==> src/rtl/trace_capture.sv <==
// trace_capture: samples CPU observation signals into a circular FIFO
// and streams each stored entry out as three 32-bit beats.
module trace_capture #(
    parameter int DEPTH  = 16,
    parameter int ADDR_W = 4
) (
    input  logic              clk_in,
    input  logic              reset,
    input  logic              cap_en,
    input  logic [31:0]       pc,
    input  logic [31:0]       inst,
    input  logic [31:0]       alu_r,
    input  logic              dm_r,
    input  logic              dm_w,
    input  logic              arm,
    input  logic              stop,
    input  logic              trig_en,
    input  logic [31:0]       trig_pc,
    output logic              out_valid,
    input  logic              out_ready,
    output logic [31:0]       out_data,
    output logic [1:0]        out_beat,
    output logic              out_last,
    output logic [1:0]        out_flags,
    output logic [1:0]        state,
    output logic [ADDR_W:0]   count,
    output logic [15:0]       drop_cnt
);

    typedef enum logic [1:0] {
        ST_IDLE    = 2'd0,
        ST_ARMED   = 2'd1,
        ST_CAPTURE = 2'd2
    } state_t;

    localparam logic [ADDR_W:0]   CNT_FULL = (ADDR_W+1)'(DEPTH);
    localparam logic [ADDR_W:0]   CNT_ONE  = (ADDR_W+1)'(1);
    localparam logic [ADDR_W-1:0] PTR_ONE  = ADDR_W'(1);
    localparam logic [15:0]       DROP_MAX = 16'hFFFF;

    state_t cur_st;
    state_t nxt_st;

    // Entry layout: {dm_w, dm_r, alu_r, inst, pc}
    logic [97:0]       mem [DEPTH];
    logic [97:0]       head;
    logic [ADDR_W-1:0] wr_ptr;
    logic [ADDR_W-1:0] rd_ptr;
    logic [1:0]        beat;

    logic trig_hit;
    logic full;
    logic xfer;
    logic pop;
    logic push;
    logic drop;

    assign trig_hit  = !trig_en || (pc == trig_pc);
    assign full      = (count == CNT_FULL);
    assign out_valid = (count != '0);
    assign xfer      = out_valid && out_ready;
    assign pop       = xfer && (beat == 2'd2);
    assign head      = mem[rd_ptr];
    assign state     = cur_st;

    // State register
    always_ff @(posedge clk_in or negedge reset) begin
        if (!reset) begin
            cur_st <= ST_IDLE;
        end else begin
            cur_st <= nxt_st;
        end
    end

    // Next state: arm beats stop, stop beats a trigger hit
    always_comb begin
        nxt_st = cur_st;
        if (arm) begin
            nxt_st = ST_ARMED;
        end else if (stop) begin
            nxt_st = ST_IDLE;
        end else begin
            unique case (cur_st)
                ST_IDLE:    nxt_st = ST_IDLE;
                ST_ARMED:   if (cap_en && trig_hit) nxt_st = ST_CAPTURE;
                ST_CAPTURE: nxt_st = ST_CAPTURE;
                default:    nxt_st = ST_IDLE;
            endcase
        end
    end

    // Decide whether this cycle's sample is stored, dropped or ignored;
    // a full FIFO still accepts when the head is popping this cycle
    always_comb begin
        push = 1'b0;
        drop = 1'b0;
        if (cap_en && !arm) begin
            unique case (cur_st)
                ST_ARMED: begin
                    push = trig_hit && !stop;
                end
                ST_CAPTURE: begin
                    if (!full || pop) begin
                        push = 1'b1;
                    end else begin
                        drop = 1'b1;
                    end
                end
                default: begin
                    push = 1'b0;
                end
            endcase
        end
    end

    // Sample storage; contents need no reset since reads are gated by count
    always_ff @(posedge clk_in) begin
        if (push) begin
            mem[wr_ptr] <= {dm_w, dm_r, alu_r, inst, pc};
        end
    end

    // Read/write pointers wrap naturally at ADDR_W bits
    always_ff @(posedge clk_in or negedge reset) begin
        if (!reset) begin
            wr_ptr <= '0;
            rd_ptr <= '0;
        end else if (arm) begin
            wr_ptr <= '0;
            rd_ptr <= '0;
        end else begin
            if (push) wr_ptr <= wr_ptr + PTR_ONE;
            if (pop)  rd_ptr <= rd_ptr + PTR_ONE;
        end
    end

    // Occupancy; simultaneous push and pop leaves it unchanged
    always_ff @(posedge clk_in or negedge reset) begin
        if (!reset) begin
            count <= '0;
        end else if (arm) begin
            count <= '0;
        end else begin
            unique case ({push, pop})
                2'b10:   count <= count + CNT_ONE;
                2'b01:   count <= count - CNT_ONE;
                default: count <= count;
            endcase
        end
    end

    // Beat index within the head entry
    always_ff @(posedge clk_in or negedge reset) begin
        if (!reset) begin
            beat <= 2'd0;
        end else if (arm) begin
            beat <= 2'd0;
        end else if (xfer) begin
            beat <= (beat == 2'd2) ? 2'd0 : beat + 2'd1;
        end
    end

    // Saturating count of samples rejected by a full FIFO
    always_ff @(posedge clk_in or negedge reset) begin
        if (!reset) begin
            drop_cnt <= '0;
        end else if (arm) begin
            drop_cnt <= '0;
        end else if (drop && (drop_cnt != DROP_MAX)) begin
            drop_cnt <= drop_cnt + 16'd1;
        end
    end

    // Beat mux; everything reads as zero while nothing is presented
    always_comb begin
        out_data  = '0;
        out_beat  = '0;
        out_last  = 1'b0;
        out_flags = '0;
        if (out_valid) begin
            out_beat  = beat;
            out_last  = (beat == 2'd2);
            out_flags = head[97:96];
            unique case (beat)
                2'd0:    out_data = head[31:0];
                2'd1:    out_data = head[63:32];
                2'd2:    out_data = head[95:64];
                default: out_data = '0;
            endcase
        end
    end

endmodule

==> config.mk <==
export PLATFORM = sky130hd
export DESIGN_NAME = trace_capture
export DESIGN_NICKNAME = d
export VERILOG_FILES = /design/src/rtl/trace_capture.sv
export SDC_FILE = /design/constraint.sdc
export NUM_CORES = 1
export LEC_CHECK = 0
export CAP_MARGIN = 10
export CORE_MARGIN = 3
export CORE_UTILIZATION = 60
export DETAILED_ROUTE_END_ITERATION = 8
export PLACE_DENSITY = 0.82
export SETUP_SLACK_MARGIN = 0.3
export SYNTH_ARGS = -nofsm -noshare
export SYNTH_HDL_FRONTEND = slang
export SYNTH_SLANG_ARGS = --single-unit
==> constraint.sdc <==
create_clock -name clk_in -period 21 [get_ports clk_in]
set_input_delay 4.2 -clock clk_in [delete_from_list [all_inputs] [get_ports clk_in]]
set_output_delay 4.2 -clock clk_in [all_outputs]
set_load 0.02 [all_outputs]
==> results of run 1 <==
-- power by group through the flow --
stage,Combinational [uW],Sequential (uW),Clock (uW)
final,115,3510,2710
after detailed placement,110,3580,0
after global routing,122,3510,2830
after global placement,104,3580,0
after floorplan,23.4,3580,0
after CTS,113,3510,2720
-- worst min-delay path, delay by kind of cell, from the launching register on --
kind	cells	cell delay, ns
DFF	1	0.38
and+or+nand+nor	1	0.08
xor gates and xnor gates	1	0.08
-- flip-flops by register name (all words and copies together), names as in the netlist --
| signal | flops |
|---|---|
| beat | 2 |
| count | 5 |
| drop_cnt | 16 |
| mem | 1568 |
| rd_ptr | 4 |
| state | 2 |
| wr_ptr | 4 |
-- layer usage --
metal  up-vias  track usage [%]
li1      11629                -
met1     15999             40.8
met2      2471             51.7
met3       437             7.60
met4        14             15.4
met5         -                0
-- cells in the final DEF (no fill, tap or decap), drive strengths merged, types with 4 or more instances in the layout --
cell / netlist / final
or3: 6 / 6
bufinv: 0 / 13
xor2: 7 / 7
inv: 16 / 20
a21oi: 48 / 48
diode: 0 / 23
ha: 11 / 11
nor4: 4 / 4
dfrtp: 33 / 33
buf: 46 / 51
edfxtp: 1568 / 1568
clkdlybuf4s50: 0 / 197
nand2: 47 / 47
nor2: 24 / 24
xnor2: 39 / 39
a22oi: 32 / 32
nand4: 14 / 14
nor3: 5 / 5
and2: 7 / 7
mux2i: 5 / 5
clkbuf: 89 / 185
mux4: 490 / 490
and4: 6 / 6
o21ai: 10 / 10
and4b: 8 / 8
nand3: 14 / 14
clkinv: 0 / 67
mux2: 4 / 4
-- how the worst min path moves through the flow --
stage | from | end | slack [ns] | depth (start not counted)
3_3_place_gp | drop_cnt[8]$_DFFE_PN0P_ | drop_cnt[8]$_DFFE_PN0P_ | 0.54 | 2
5_1_grt | drop_cnt[8]$_DFFE_PN0P_ | drop_cnt[8]$_DFFE_PN0P_ | 0.63 | 2
4_1_cts | drop_cnt[8]$_DFFE_PN0P_ | drop_cnt[8]$_DFFE_PN0P_ | 0.59 | 2
6_report | drop_cnt[8]$_DFFE_PN0P_ | drop_cnt[8]$_DFFE_PN0P_ | 0.58 | 2
3_5_place_dp | drop_cnt[8]$_DFFE_PN0P_ | drop_cnt[8]$_DFFE_PN0P_ | 0.57 | 2
2_1_floorplan | beat[0]$_DFFE_PN0P_ | beat[0]$_DFFE_PN0P_ | 0.55 | 2
-- synthesized netlist by cell type (8+ instances only) --
cell and instances:
a21oi_1 47, a22oi_1 32, and4b_1 8, buf_2 42
clkbuf_1 88, dfrtp_1 33, edfxtp_1 1568, ha_1 11
inv_1 16, mux4_2 490, nand2_1 47, nand3_1 13
nand4_1 14, nor2_1 22, o21ai_0 10, xnor2_1 39
-- kinds of logic (layout without fill, tap and decap cells) --
kind of cell | Yosys count | after routing | synth area share, %
flops | 1601 | 1601 | 77.5
mux | 499 | 499 | 18.0
simple gates | 152 | 152 | 1.41
buf+inv | 151 | 535 | 1.04
compound gates | 108 | 108 | 1.11
xor+xnor | 46 | 46 | 0.652
fa+ha+maj | 12 | 12 | 0.255
other cells | 0 | 23 | 0
-- layout make-up --
| cell class | count | area share (%) |
|---|---|---|
| antenna | 23 | 0.0818 |
| clock buffer | 185 | 5.64 |
| clock inverter | 86 | 1.26 |
| inverter | 16 | 0.0853 |
| multi-input combinational | 817 | 19.0 |
| sequential | 1601 | 68.1 |
| tap | 1368 | 2.43 |
| timing repair buffer | 248 | 3.43 |
-- per-stage QoR --
stage	hold slack [ns]	setup slack, ns	util (%)	instances	instance area (um^2)
global placement	0.543	10.83	64.2	4050	65500
finish	0.583	10.80	69.0	4344	70400
detailed placement	0.573	10.62	64.2	4050	65500
global route	0.626	10.50	69.0	4333	70400
CTS	0.586	10.70	68.9	4321	70300
floorplan	0.555	5.33	-	2569	61800
==> results.tsv, run 1 <==
stage	metric	value	unit
placed_design	gp_congestion	0.789	
critical_path	crit_cells	7	
floorplan	ios	198	
sta	setup_violations	0	
clocking	clock_latency	0.78	ns
global_routing	grt-ovfl-total	0	
sta	worstMarginPinSlew	1.25	ns
synth	netlist_instances	2569	
critical_path	timing.rr.end	mem[0][52]$_DFFE_PP_	
detailed_routing	wl_met2	85.4	mm
synth	async_flop_share	2.06	%
clocking	clk_pin_slew	0.06	ns
placed_design	dp_hpwl	81.4	mm
critical_path	r2r.worst_path.cells	10	
clocking	cts_root_buf	clkbuf_16	
detailed_routing	wirelength	166	mm
power_and_ir_drop	irDropWorstVdd	82.5	uV
synth	synth_top_area_cell	edfxtp_1	
power_and_ir_drop	switchingPower	1270	uW
critical_path	end_kind	primary output	
power_and_ir_drop	clock_power_share	42.8	%
clocking	cts_buffers	151	
detailed_routing	drtPass1Iterations	5	
clocking	cts_buffer_depth	3	
sta	hold_viol_final	0	
clocking	clock_sinks	1601	
detailed_routing	drtIter0Drc	4777	
critical_path	endpoint	out_data[7]	
critical_path	path_cells	buf_4 -> buf_4 -> mux4_2 -> mux4_2 -> a22oi_1 -> a21oi_1 -> clkdlybuf4s50_1	
critical_path	critical_path_class	reg2out	
sta	rsz0062_at_grt	no	
synth	synth-edff-count	1568	
power_and_ir_drop	power_density	90.0	nW/um^2
floorplan	dieArea	107000	um^2
clocking	cts_tree	done	
floorplan	num_rows	117	
detailed_routing	wl_met3	18.9	mm
detailed_routing	viasPerCell	7.03	
floorplan	die_w	327	um
final_layout	fillers	5582	
detailed_routing	ant_nets	0	
synth	yosys_most_used_dff	edfxtp_1	
critical_path	arrival	6.00	ns
synth	syn_avg_cell_area	24.1	um^2
sta	finalClockSkew	0.0367	ns
final_layout	drive_gt1_share	26.8	%
sta	finalMaxSlewViolations	0	
power_and_ir_drop	power_frac_seq	55.4	%
global_routing	antenna_found_initial	30	
run	cap_violations	0	
critical_path	startpoint_type	flop	
final_layout	area_growth	13.9	%
global_routing	grt_pass1_wl	237	mm
detailed_routing	vias	30550	
critical_path	slowest_stage	dfrtp_4	
critical_path	r2r-start	state[0]$_DFFE_PN0P_	
synth	yosysWarnings	0	
critical_path	startpoint	rd_ptr[0]$_DFFE_PN0P_	
power_and_ir_drop	power_leakage	0.0212	uW
global_routing	grt_pass1_vias	32100	
detailed_routing	wire_per_inst	38.1	um
critical_path	max_stage_delay	0.88	ns
run_status	outcome	finished, final reports clean	
synth	ys_ff_latch	1601	
global_routing	grt_max_degree	152	
detailed_routing	drc_errors	0	
synth	syn_area	61800	um^2
critical_path	cp.buffers_inverters	3	
critical_path	cp_top_family	buffers and inverters	
global_routing	gr-usage-all-layers	31.7	%
hold_path	worst_hold_path_type	reg2reg	
clocking	cts_htree_levels	4	
power_and_ir_drop	p_int	5060	uW
detailed_routing	wl_met1	54.3	mm
synth	synthesis.nets	2718	
synth	yosysSeqAreaShare	77.5	%
synth	ys_types	56	
synth	synth_top_cell_area_share	76.2	%
clocking	cts_resized	0	
power_and_ir_drop	total_power	6330	uW
floorplan	die_h	327	um
synth	synth.area.top_cells	edfxtp_1, mux4_2, dfrtp_1	
sta	tns	0	ns
placed_design	io_buffers	197	
power_and_ir_drop	combPwrFrac	1.8	%
sta	fmax	0.0981	GHz
final_layout	fin_nets	2984	
clocking	cts_setup_buffers	0	
clocking	holdBufCountCts	0	
critical_path	crit_fanout	42	
floorplan	initial_core_util	60.6	%
floorplan	core	102000	um^2
detailed_routing	maxUsedRoutingLayer	met5	
final_layout	multiInputGateArea	13400	um^2
power_and_ir_drop	switching_share	20.1	%
sta	slew_headroom	16.6	%
sta	fin_crit	10.20	ns
final_layout	seqCellArea	47900	um^2
critical_path	regToRegSetupSlack	15.73	ns
critical_path	worst_ep_required_time	16.80	ns
sta	finalCritPeriodShare	48.6	%
Power figures use the tool's default switching activity.
==> run 2: changes to the inputs <==
CORE_UTILIZATION = 55   (was 60)
PLACE_DENSITY = 0.79   (was 0.82)
clock period = 8.5 ns   (was 21 ns; I/O delays follow)
==> run 2 against run 1 <==
Critical path type unchanged. Non-clock buffer count up 7. Power up 150%. Global-route usage down 3.5 points. Design area up 0.59%. Flip-flop and latch count unchanged. Sequential share of layout area down 0.40 points. Critical path depth unchanged. Clock skew down 0.017 ns. Sequential power up 150%. First-iteration DRC count down 8.7%. Routed wire length down 2.7%.
==> results.tsv, run 2 (same netlist as run 1, synthesis figures left out) <==
stage	metric	value	unit	change
final_layout	mostFrequentLayoutCells	edfxtp_1, mux4_2, clkdlybuf4s50_1		
hold_path	worst_hold_path_type	reg2reg		
critical_path	path_cells	buf_12 -> buf_12 -> mux4_2 -> mux4_2 -> a22oi_1 -> a21oi_1 -> clkdlybuf4s50_1		
sta	rsz0062_at_grt	no		
clocking	cts_buffer_depth	3		unchanged
final_layout	fin_cells	4466		+2.8%
critical_path	timing.rr.end	count[4]$_DFFE_PN0P_		
detailed_routing	drtPass1Iterations	5		unchanged
clocking	cts_root_buf	clkbuf_16		
global_routing	grt_pass1_wl	232	mm	-2.4%
floorplan	initial_core_util	55.6	%	-5.0 points
run	cap_violations	0		unchanged
final_layout	largest_reg_flops	1568		unchanged
clocking	clk_pin_slew	0.06	ns	about the same
global_routing	grt_pass1_vias	31622		-1.5%
floorplan	num_rows	122		+4.3%
power_and_ir_drop	power_density	221	nW/um^2	+150%
clocking	cts_setup_buffers	0		unchanged
detailed_routing	wl_met2	80.3	mm	-5.9%
sta	slew_headroom	20.1	%	+3.5 points
placed_design	dp_hpwl	80.5	mm	-1.1%
critical_path	r2r.worst_path.cells	15		+5
sta	hold_viol_final	0		unchanged
critical_path	slowest_stage	dfrtp_4		
sta	finalMaxSlewViolations	0		unchanged
final_layout	area_growth	14.5	%	
placed_design	gp_congestion	0.858		+8.7%
run_status	outcome	finished, final reports clean		
clocking	clock_latency	0.75	ns	-0.03 ns
sta	finalClockSkew	0.0194	ns	-0.0173 ns
clocking	cts_htree_levels	4		unchanged
detailed_routing	drtIter0Drc	4360		-8.7%
placed_design	io_buffers	197		unchanged
floorplan	die_w	341	um	+4.4%
sta	fin_crit	6.74	ns	
hold_path	hp-start	drop_cnt[8]$_DFFE_PN0P_		
clocking	cts_tree	done		
final_layout	fillers	6852		+23%
critical_path	r2r-start	state[0]$_DFFE_PN0P_		
detailed_routing	drc_errors	0		unchanged
critical_path	startpoint	rd_ptr[0]$_DFFE_PN0P_		
detailed_routing	wl_met1	55.3	mm	+1.8%
global_routing	grt_max_degree	99		-35%
critical_path	end_kind	primary output		
sta	worstMarginPinSlew	1.20	ns	-0.0525 ns
detailed_routing	wl_met3	19.1	mm	+1.1%
critical_path	worst_ep_required_time	6.80	ns	-10.00 ns
final_layout	top_register	mem		
critical_path	max_stage_delay	0.94	ns	+0.06 ns
critical_path	startpoint_type	flop		
critical_path	critical_path_class	reg2out		
detailed_routing	wire_per_inst	36.1	um	-5.3%
global_routing	gr-usage-all-layers	28.2	%	-3.5 points
floorplan	die_h	341	um	+4.4%
final_layout	fin_nets	2994		+0.34%
sta	finalCritPeriodShare	79.3	%	
critical_path	arrival	5.04	ns	-0.96 ns
power_and_ir_drop	irDropWorstVdd	171	uV	+110%
final_layout	multiInputGateArea	13400	um^2	unchanged
sta	tns	0	ns	unchanged
placed_design	dp.cells	4177		+3.1%
clocking	cts_resized	0		unchanged
floorplan	ios	198		unchanged
detailed_routing	wirelength	161	mm	-2.7%
final_layout	drive_gt1_share	26.8	%	about the same
detailed_routing	viasPerCell	6.81		-3.2%
final_layout	final_common_cell	edfxtp_1		
detailed_routing	maxUsedRoutingLayer	met5		
global_routing	antenna_found_initial	25		-17%
hold_path	hold_depth	2		unchanged
floorplan	core	111000	um^2	+8.9%
clocking	clock_sinks	1601		unchanged
detailed_routing	vias	30408		-0.46%
clocking	cts_buffers	154		+2.0%
floorplan	dieArea	116000	um^2	+8.9%
critical_path	endpoint	out_data[6]		
detailed_routing	ant_nets	0		unchanged
clocking	holdBufCountCts	0		unchanged
global_routing	grt-ovfl-total	0		unchanged
final_layout	seqCellArea	47900	um^2	unchanged
sta	fmax	0.148	GHz	
power_and_ir_drop	power_leakage	0.0213	uW	+0.34%
critical_path	regToRegSetupSlack	4.38	ns	-11.35 ns
critical_path	crit_fanout	35		-17%
sta	setup_violations	0		unchanged
final_layout	top_regs	mem x1568, drop_cnt x16, count x5		
-- run 2: cell types whose count changed in the layout (fill, tap and decap cells not counted), sizes merged --
cell      change
clkinv        -8
buf           +7
clkbuf        +6
diode         -6
clkinvlp      +2
inv           +2
bufinv        -1
-- run 2: worst min-delay path by stage --
stage	to	slack, ns
floorplan	beat[0]$_DFFE_PN0P_	0.55
global placement	drop_cnt[8]$_DFFE_PN0P_	0.54
detailed placement	drop_cnt[8]$_DFFE_PN0P_	0.57
CTS	drop_cnt[8]$_DFFE_PN0P_	0.58
global route	drop_cnt[8]$_DFFE_PN0P_	0.62
finish	drop_cnt[8]$_DFFE_PN0P_	0.57
-- run 2: through the flow --
stage / util [%] / cell area, um^2 / power [uW] / setup WS [ns] / hold WS (ns)
floorplan: - / 61800 / 8900 / 1.81 / 0.555
global placement: 59.4 / 66000 / 9100 / 2.10 / 0.544
detailed placement: 59.4 / 66000 / 9120 / 1.99 / 0.567
CTS: 63.7 / 70800 / 15700 / 1.70 / 0.581
global route: 63.7 / 70800 / 16000 / 1.51 / 0.618
finish: 63.7 / 70800 / 15600 / 1.76 / 0.574
-- run 2: metal layers --
| layer | up-vias | GRT usage (%) |
|---|---|---|
| li1 | 11646 | - |
| met1 | 16038 | 37.0 |
| met2 | 2302 | 44.8 |
| met3 | 404 | 7.82 |
| met4 | 18 | 12.4 |
| met5 | - | 0 |
-- run 2: critical path, delay by kind of cell, from the launching register on --
family	cells	cell delay (ns)
buffers and inverters	3	1.29
AO/OA/AOI/OAI	2	1.02
multiplexers	2	1.01
flip-flops	1	0.94
-- run 2: area by class of cell --
class	count	area share, %
Tap cell	1488	2.63
Clock buffer	191	5.74
Sequential cell	1601	67.7
Multi-Input combinational cell	817	18.9
Inverter	16	0.0848
Antenna cell	17	0.0601
Timing Repair Buffer	255	3.88
Clock inverter	81	1.05
-- run 2: power by group --
| group | leakage, uW | internal (uW) | switching (uW) | total (uW) |
|---|---|---|---|---|
| Combinational | 0.00441 | 94.2 | 193 | 287 |
| Clock | 0.00235 | 3760 | 2890 | 6650 |
| Sequential | 0.0145 | 8670 | 3.73 | 8670 |
